--- src/rtl/int_mul_alu_shared_wb.sv ---
// -----------------------------------------------------------------------------
// int_mul_alu_shared_wb
//
// Integer execution unit for the int0 issue slot. It contains a single-cycle
// ALU and a MUL_STAGES-deep pipelined multiplier (MUL/MULH/MULHSU/MULHU). Both
// paths share one registered writeback port toward the CDB arbiter.
//
// The multiplier pipeline never stalls and always has writeback priority. An
// ALU result waits in a one-entry buffer (A) while a multiplier result owns the
// port. New ops are refused while A is occupied and cannot drain this cycle.
// A ROB-age flush kills every younger op at every pipeline position.
//
// Ports
//   clk, reset            clock (rising edge), synchronous active-high reset
//   flush_valid/_robid    flush request and the ROB id of the flushing op
//   in_valid / in_ready   issue handshake; op accepted when both are high
//   in_pc, in_is_auipc    left operand is in_pc when in_is_auipc = 1
//   in_imm, in_alu_src    right operand is in_imm when in_alu_src = 1
//   in_alu_op             ALU function (0 ADD .. 10 PASS_R, 11-15 give 0)
//   in_is_mul, in_mul_op  route to multiplier; 0 MUL 1 MULH 2 MULHSU 3 MULHU
//   in_rs1, in_rs2        source operand values
//   in_prd, in_robid      destination physical register and ROB id
//   in_reg_write          op writes its destination register
//   wb_valid .. wb_data   registered writeback port
// -----------------------------------------------------------------------------
module int_mul_alu_shared_wb #(
  parameter int XLEN       = 32,
  parameter int PRF_WIDTH  = 6,
  parameter int ROB_WIDTH  = 5,
  parameter int MUL_STAGES = 3
) (
  input  logic                 clk,
  input  logic                 reset,
  input  logic                 flush_valid,
  input  logic [ROB_WIDTH:0]   flush_robid,
  input  logic                 in_valid,
  output logic                 in_ready,
  input  logic [XLEN-1:0]      in_pc,
  input  logic                 in_is_auipc,
  input  logic                 in_alu_src,
  input  logic [XLEN-1:0]      in_imm,
  input  logic [3:0]           in_alu_op,
  input  logic                 in_is_mul,
  input  logic [1:0]           in_mul_op,
  input  logic [XLEN-1:0]      in_rs1,
  input  logic [XLEN-1:0]      in_rs2,
  input  logic [PRF_WIDTH-1:0] in_prd,
  input  logic [ROB_WIDTH:0]   in_robid,
  input  logic                 in_reg_write,
  output logic                 wb_valid,
  output logic                 wb_need_to_wb,
  output logic [PRF_WIDTH-1:0] wb_prd,
  output logic [ROB_WIDTH:0]   wb_robid,
  output logic [XLEN-1:0]      wb_data
);

  localparam int SHW = $clog2(XLEN);
  localparam int PW  = 2 * XLEN + 2;

  // ROB ids carry a phase bit above the index. When the phases differ the
  // index comparison is inverted, so wrapped ids still order correctly.
  function automatic logic is_younger(input logic [ROB_WIDTH:0] r,
                                      input logic [ROB_WIDTH:0] f);
    return r[ROB_WIDTH] ^ f[ROB_WIDTH] ^
           (r[ROB_WIDTH-1:0] > f[ROB_WIDTH-1:0]);
  endfunction

  // ---------------------------------------------------------------------------
  // Operand selection (shared by both paths)
  // ---------------------------------------------------------------------------
  logic [XLEN-1:0] opnd_l;
  logic [XLEN-1:0] opnd_r;
  logic [SHW-1:0]  shamt;

  assign opnd_l = in_is_auipc ? in_pc : in_rs1;
  assign opnd_r = in_alu_src ? in_imm : in_rs2;
  assign shamt  = opnd_r[SHW-1:0];

  // ---------------------------------------------------------------------------
  // ALU
  // ---------------------------------------------------------------------------
  logic [XLEN-1:0] alu_result;

  always_comb begin
    alu_result = '0;
    case (in_alu_op)
      4'd0:    alu_result = opnd_l + opnd_r;
      4'd1:    alu_result = opnd_l - opnd_r;
      4'd2:    alu_result = opnd_l << shamt;
      4'd3:    alu_result = {{(XLEN-1){1'b0}}, ($signed(opnd_l) < $signed(opnd_r))};
      4'd4:    alu_result = {{(XLEN-1){1'b0}}, (opnd_l < opnd_r)};
      4'd5:    alu_result = opnd_l ^ opnd_r;
      4'd6:    alu_result = opnd_l >> shamt;
      4'd7:    alu_result = XLEN'($signed(opnd_l) >>> shamt);
      4'd8:    alu_result = opnd_l | opnd_r;
      4'd9:    alu_result = opnd_l & opnd_r;
      4'd10:   alu_result = opnd_r;
      default: alu_result = '0;
    endcase
  end

  // ---------------------------------------------------------------------------
  // Multiplier front end. Both operands are extended to 2*XLEN+2 bits with a
  // per-variant sign, so a single signed multiply covers all four variants.
  // The product is computed at issue and then carried down the stage chain,
  // leaving the register chain free for retiming to balance the multiplier.
  // ---------------------------------------------------------------------------
  logic                 l_signed;
  logic                 r_signed;
  logic signed [PW-1:0] mul_l_ext;
  logic signed [PW-1:0] mul_r_ext;
  logic signed [PW-1:0] mul_full;
  logic [XLEN-1:0]      mul_result;

  assign l_signed   = (in_mul_op == 2'd1) || (in_mul_op == 2'd2);
  assign r_signed   = (in_mul_op == 2'd1);
  assign mul_l_ext  = {{(XLEN+2){l_signed & opnd_l[XLEN-1]}}, opnd_l};
  assign mul_r_ext  = {{(XLEN+2){r_signed & opnd_r[XLEN-1]}}, opnd_r};
  assign mul_full   = mul_l_ext * mul_r_ext;
  assign mul_result = (in_mul_op == 2'd0) ? mul_full[XLEN-1:0]
                                          : mul_full[2*XLEN-1:XLEN];

  // ---------------------------------------------------------------------------
  // Issue handshake
  // ---------------------------------------------------------------------------
  logic a_valid_reg;
  logic tail_valid;
  logic accept;
  logic in_kill;
  logic mul_accept;
  logic alu_accept;

  // Raw (pre-flush) valids: a younger-killed tail still blocks issue this
  // cycle, which keeps in_ready independent of the flush compare.
  assign in_ready   = ~reset & (~a_valid_reg | ~tail_valid);
  assign accept     = in_valid & in_ready;
  assign in_kill    = flush_valid & is_younger(in_robid, flush_robid);
  assign mul_accept = accept & in_is_mul & ~in_kill;
  assign alu_accept = accept & ~in_is_mul & ~in_kill;

  // ---------------------------------------------------------------------------
  // Multiplier stage chain (index 1 = entry, MUL_STAGES = tail)
  // ---------------------------------------------------------------------------
  logic                 stg_valid_reg [1:MUL_STAGES];
  logic [XLEN-1:0]      stg_data_reg  [1:MUL_STAGES];
  logic [PRF_WIDTH-1:0] stg_prd_reg   [1:MUL_STAGES];
  logic [ROB_WIDTH:0]   stg_robid_reg [1:MUL_STAGES];
  logic [MUL_STAGES:1]  stg_live;

  // An entry is live when valid and not killed by a flush this cycle.
  for (genvar gi = 1; gi <= MUL_STAGES; gi++) begin : gen_stg_live
    assign stg_live[gi] = stg_valid_reg[gi] &
                          ~(flush_valid & is_younger(stg_robid_reg[gi], flush_robid));
  end

  always_ff @(posedge clk) begin
    if (reset) begin
      for (int i = 1; i <= MUL_STAGES; i++) begin
        stg_valid_reg[i] <= 1'b0;
      end
    end else begin
      stg_valid_reg[1] <= mul_accept;
      for (int i = 2; i <= MUL_STAGES; i++) begin
        stg_valid_reg[i] <= stg_live[i-1];
      end
    end
    // Payload needs no reset; it is qualified by the valids.
    stg_data_reg[1]  <= mul_result;
    stg_prd_reg[1]   <= in_prd;
    stg_robid_reg[1] <= in_robid;
    for (int i = 2; i <= MUL_STAGES; i++) begin
      stg_data_reg[i]  <= stg_data_reg[i-1];
      stg_prd_reg[i]   <= stg_prd_reg[i-1];
      stg_robid_reg[i] <= stg_robid_reg[i-1];
    end
  end

  logic tail_live;

  assign tail_valid = stg_valid_reg[MUL_STAGES];
  assign tail_live  = stg_live[MUL_STAGES];

  // ---------------------------------------------------------------------------
  // ALU buffer A
  // ---------------------------------------------------------------------------
  logic [XLEN-1:0]      a_data_reg;
  logic [PRF_WIDTH-1:0] a_prd_reg;
  logic [ROB_WIDTH:0]   a_robid_reg;
  logic                 a_reg_write_reg;
  logic                 a_live;
  logic                 a_valid_next;

  assign a_live = a_valid_reg & ~(flush_valid & is_younger(a_robid_reg, flush_robid));

  // A survives only when it is live and blocked by a live tail. A new ALU op
  // can refill it on the same edge it drains.
  always_comb begin
    a_valid_next = a_live & tail_live;
    if (alu_accept) begin
      a_valid_next = 1'b1;
    end
  end

  always_ff @(posedge clk) begin
    if (reset) begin
      a_valid_reg <= 1'b0;
    end else begin
      a_valid_reg <= a_valid_next;
    end
    if (alu_accept) begin
      a_data_reg      <= alu_result;
      a_prd_reg       <= in_prd;
      a_robid_reg     <= in_robid;
      a_reg_write_reg <= in_reg_write;
    end
  end

  // ---------------------------------------------------------------------------
  // Writeback register: live tail first, then live A, else empty
  // ---------------------------------------------------------------------------
  logic                 wb_valid_reg;
  logic                 wb_need_reg;
  logic [PRF_WIDTH-1:0] wb_prd_reg;
  logic [ROB_WIDTH:0]   wb_robid_reg;
  logic [XLEN-1:0]      wb_data_reg;

  always_ff @(posedge clk) begin
    if (reset) begin
      wb_valid_reg <= 1'b0;
      wb_need_reg  <= 1'b0;
      wb_prd_reg   <= '0;
      wb_robid_reg <= '0;
      wb_data_reg  <= '0;
    end else if (tail_live) begin
      wb_valid_reg <= 1'b1;
      wb_need_reg  <= 1'b1;
      wb_prd_reg   <= stg_prd_reg[MUL_STAGES];
      wb_robid_reg <= stg_robid_reg[MUL_STAGES];
      wb_data_reg  <= stg_data_reg[MUL_STAGES];
    end else if (a_live) begin
      wb_valid_reg <= 1'b1;
      wb_need_reg  <= a_reg_write_reg;
      wb_prd_reg   <= a_prd_reg;
      wb_robid_reg <= a_robid_reg;
      wb_data_reg  <= a_data_reg;
    end else begin
      wb_valid_reg <= 1'b0;
    end
  end

  // A flush arriving while the result sits in the register masks it at once;
  // the register is reloaded next edge, so the entry is dropped.
  assign wb_valid      = wb_valid_reg &
                         ~(flush_valid & is_younger(wb_robid_reg, flush_robid));
  assign wb_need_to_wb = wb_need_reg;
  assign wb_prd        = wb_prd_reg;
  assign wb_robid      = wb_robid_reg;
  assign wb_data       = wb_data_reg;

endmodule
--- config.mk ---
export PLATFORM = sky130hd
export DESIGN_NAME = int_mul_alu_shared_wb
export DESIGN_NICKNAME = d
export VERILOG_FILES = /design/src/rtl/int_mul_alu_shared_wb.sv
export SDC_FILE = /design/constraint.sdc
export NUM_CORES = 2
export LEC_CHECK = 0
export BUFFER_PORTS_ARGS = -buffer_cell sky130_fd_sc_hd__buf_4
export CAP_MARGIN = 10
export CORE_ASPECT_RATIO = 1.5
export CORE_MARGIN = 3
export CORE_UTILIZATION = 50
export DETAILED_ROUTE_END_ITERATION = 8
export PLACE_DENSITY = 0.77
export SETUP_SLACK_MARGIN = 0.1
export SKIP_CTS_REPAIR_TIMING = 1
export SKIP_LAST_GASP = 1
export SYNTH_ARGS = -nofsm -noshare
export SYNTH_HDL_FRONTEND = slang
export SYNTH_SLANG_ARGS = --single-unit
export TNS_END_PERCENT = 30
--- constraint.sdc ---
create_clock -name clk -period 17.9 [get_ports clk]
set_clock_uncertainty 0.2 [all_clocks]
set_input_delay 4.475 -clock clk [delete_from_list [all_inputs] [get_ports clk]]
set_output_delay 4.475 -clock clk [all_outputs]
set_load 0.02 [all_outputs]
==> reports/summary.txt <==
min-delay worst type: flip-flop to flip-flop
drt wl/cell: 29.72 um
iteration-0 DRC count of the detailed router: 4976
routability cong.: 1.119
fin crit share: 0.8149
Starting Density: 0.5044
syn_nets: 7746
adder-cell share of the synthesized area: 0.5037
minimum clock period: 14590 ps
CTS buffer count: 22
Synth Warn #: 0
commonest non-fill, non-tap cell in the layout: inv_1
Crit Path Class: primary input to flip-flop
max frequency: 68.55 MHz
Vias: 46.71k
post-route DRC violation count: 0
full die area: 110600 sq um
largest family of logic cells by synthesized area: adder cells
Slowest-stage cell, CP: mux2i_1
CP startpoint kind: primary input
Slew headroom: 0.1607
Clock Latency Late Sink: 540 ps
GRT Overall Usage: 0.4109
Ports: 207
maxcap violations: 0
FF+latch count, synth: 227
CTS tree: yes
layout cells sized above 1: 0.08164
area delta synth->final: 7.189%
crit path DAT: 14840 ps
post-synthesis mux area share: 0.03620
Compound-Gate Fraction of Synth Area: 0.1058
Post-Route WL: 224900 um
row cnt: 146
ys async rst share: 0
drt first pass iters: 9
Max Transition Viols Final: 0
Synth Area in XOR/XNOR: 0.01480
Hold Fails Final Rpt: 0
max reg flops: 96
first-pass GRT wire length: 326000 um
CP max stage delay: 990 ps
largest net degree at the start of global routing: 72
Post-Synth Simple-Gate Area: 0.1323
Die Y: 405.7 um
drt via density: 6.173
outcome: complete, no violations
IO buf count: 206
RSZ-0062 raised after global routing: false
Reg2Reg Launch Point: stg_robid_reg[0][19]$_DFF_P_
Die X-Extent: 272.5 um
Worst setup EP type: flip-flop
commonest non-fill, non-tap cells in the layout: 1181 x inv_1, 1127 x fa_1, 996 x nand2_1
Mapped Area: 53260 sq um
worst-path fanout max: 24
Post-Syn Instances: 6118
initial antenna violation count: 18
sequential element share of the synthesized area: 0.09378
Slew @ Worst Pin: 1251 ps
Avg Cell Area, Syn: 8.705 sq um
ys flop type: dfxtp_1
vias in the first global route: 49.08k
Sink Count: 227
antenna viol nets, final: 0
post-route setup TNS: 0 ps
CP required: 18150 ps
Final nets: 7761
CORE AREA: 105600 sq um
Setup crit start: in_alu_src
H-tree Lvls: 1
Remaining Overflow, GRT: 0
number of synthesized flops with an enable pin: 45
maximum buffer depth of the clock tree: 3
Worst-path clk slew: 60 ps
hold path start: stg_prd_reg[0][14]$_DFF_P_
Root Buffer: clkbuf_16
unique cell type count in the Yosys netlist: 96
Setup-failing EPs final: 0
hpwl dp: 175400 um
-- worst paths after layout --
kind         slack, ps  cells after the start                     endpoint
max reg2reg      14030                     12     wb_data[25]$_SDFFE_PP0P_
max               3310                     30  stg_data_reg[0][62]$_DFF_P_
min                110                      0   stg_prd_reg[0][20]$_DFF_P_
min reg2reg        110                      0   stg_prd_reg[0][20]$_DFF_P_
-- routing by layer --
layer  track usage  wire length, um  up-vias
met2        0.6259            97870     3455
met3        0.1154            26300     1265
met5             0               73        -
met4        0.4240            31530       12
li1              -                -    18990
met1        0.4484            69080    22980
-- synthesized netlist by cell type, types with 25 or more instances --
library cell	n	share of area
a211oi_1	80	0.011
a21o_1	36	0.0051
a21oi_1	216	0.020
a221oi_1	35	0.0058
a31oi_1	33	0.0039
buf_1	46	0.0032
buf_2	42	0.0039
clkbuf_1	246	0.017
dfxtp_1	182	0.068
edfxtp_1	45	0.025
fa_1	1127	0.42
ha_1	341	0.080
inv_1	1188	0.084
mux2i_1	140	0.026
nand2_1	998	0.070
nand3_1	49	0.0046
nor2_1	518	0.037
nor3_1	32	0.0030
o211ai_1	29	0.0041
o21ai_0	168	0.016
o21ai_1	25	0.0023
o22ai_1	28	0.0033
xnor2_1	67	0.011
-- critical path, delay by kind of cell --
kind	cells	cell delay, ps
buffers and inverters	10	2170
muxes	1	990
and+or+nand+nor	4	860
adders and majority gates	9	4950
AOI/OAI and AO/OA	6	1370
-- final cells by class --
cell class | count | area (sq um)
sequential | 227 | 4995
inverter | 1216 | 4566
multi-input combinational | 4325 | 42440
clock inverter | 10 | 100.1
timing repair buffer | 341 | 2557
antenna | 11 | 27.53
tap | 1406 | 1759
fill | 9646 | 48500
clock buffer | 30 | 641.9
-- through the flow --
stage	utilization	hold WS, ps	setup WS [ps]	area (sq um)	std cells
2_1_floorplan	-	109.6	4774	53260	6118
3_3_place_gp	0.5332	111.0	3123	56300	7512
3_5_place_dp	0.5333	112.1	2931	56310	7513
4_1_cts	0.5403	103.6	3509	57050	7553
5_1_grt	0.5405	111.1	2845	57070	7558
6_report	0.5407	113.2	3313	57090	7566
-- cell families (layout without fill, tap and decap cells) --
kind of cell	after synthesis	after routing
other	0	11
AO/OA/AOI/OAI	855	855
adder cells (fa/ha/maj)	1468	1468
AND/OR/NAND/NOR	1741	1741
buffers and inverters	1566	1597
multiplexers	171	171
flip-flops	227	227
XOR/XNOR	90	90
Power is not shown: default switching activity piles up to over one toggle a cycle in this logic, so the estimate is an artifact.
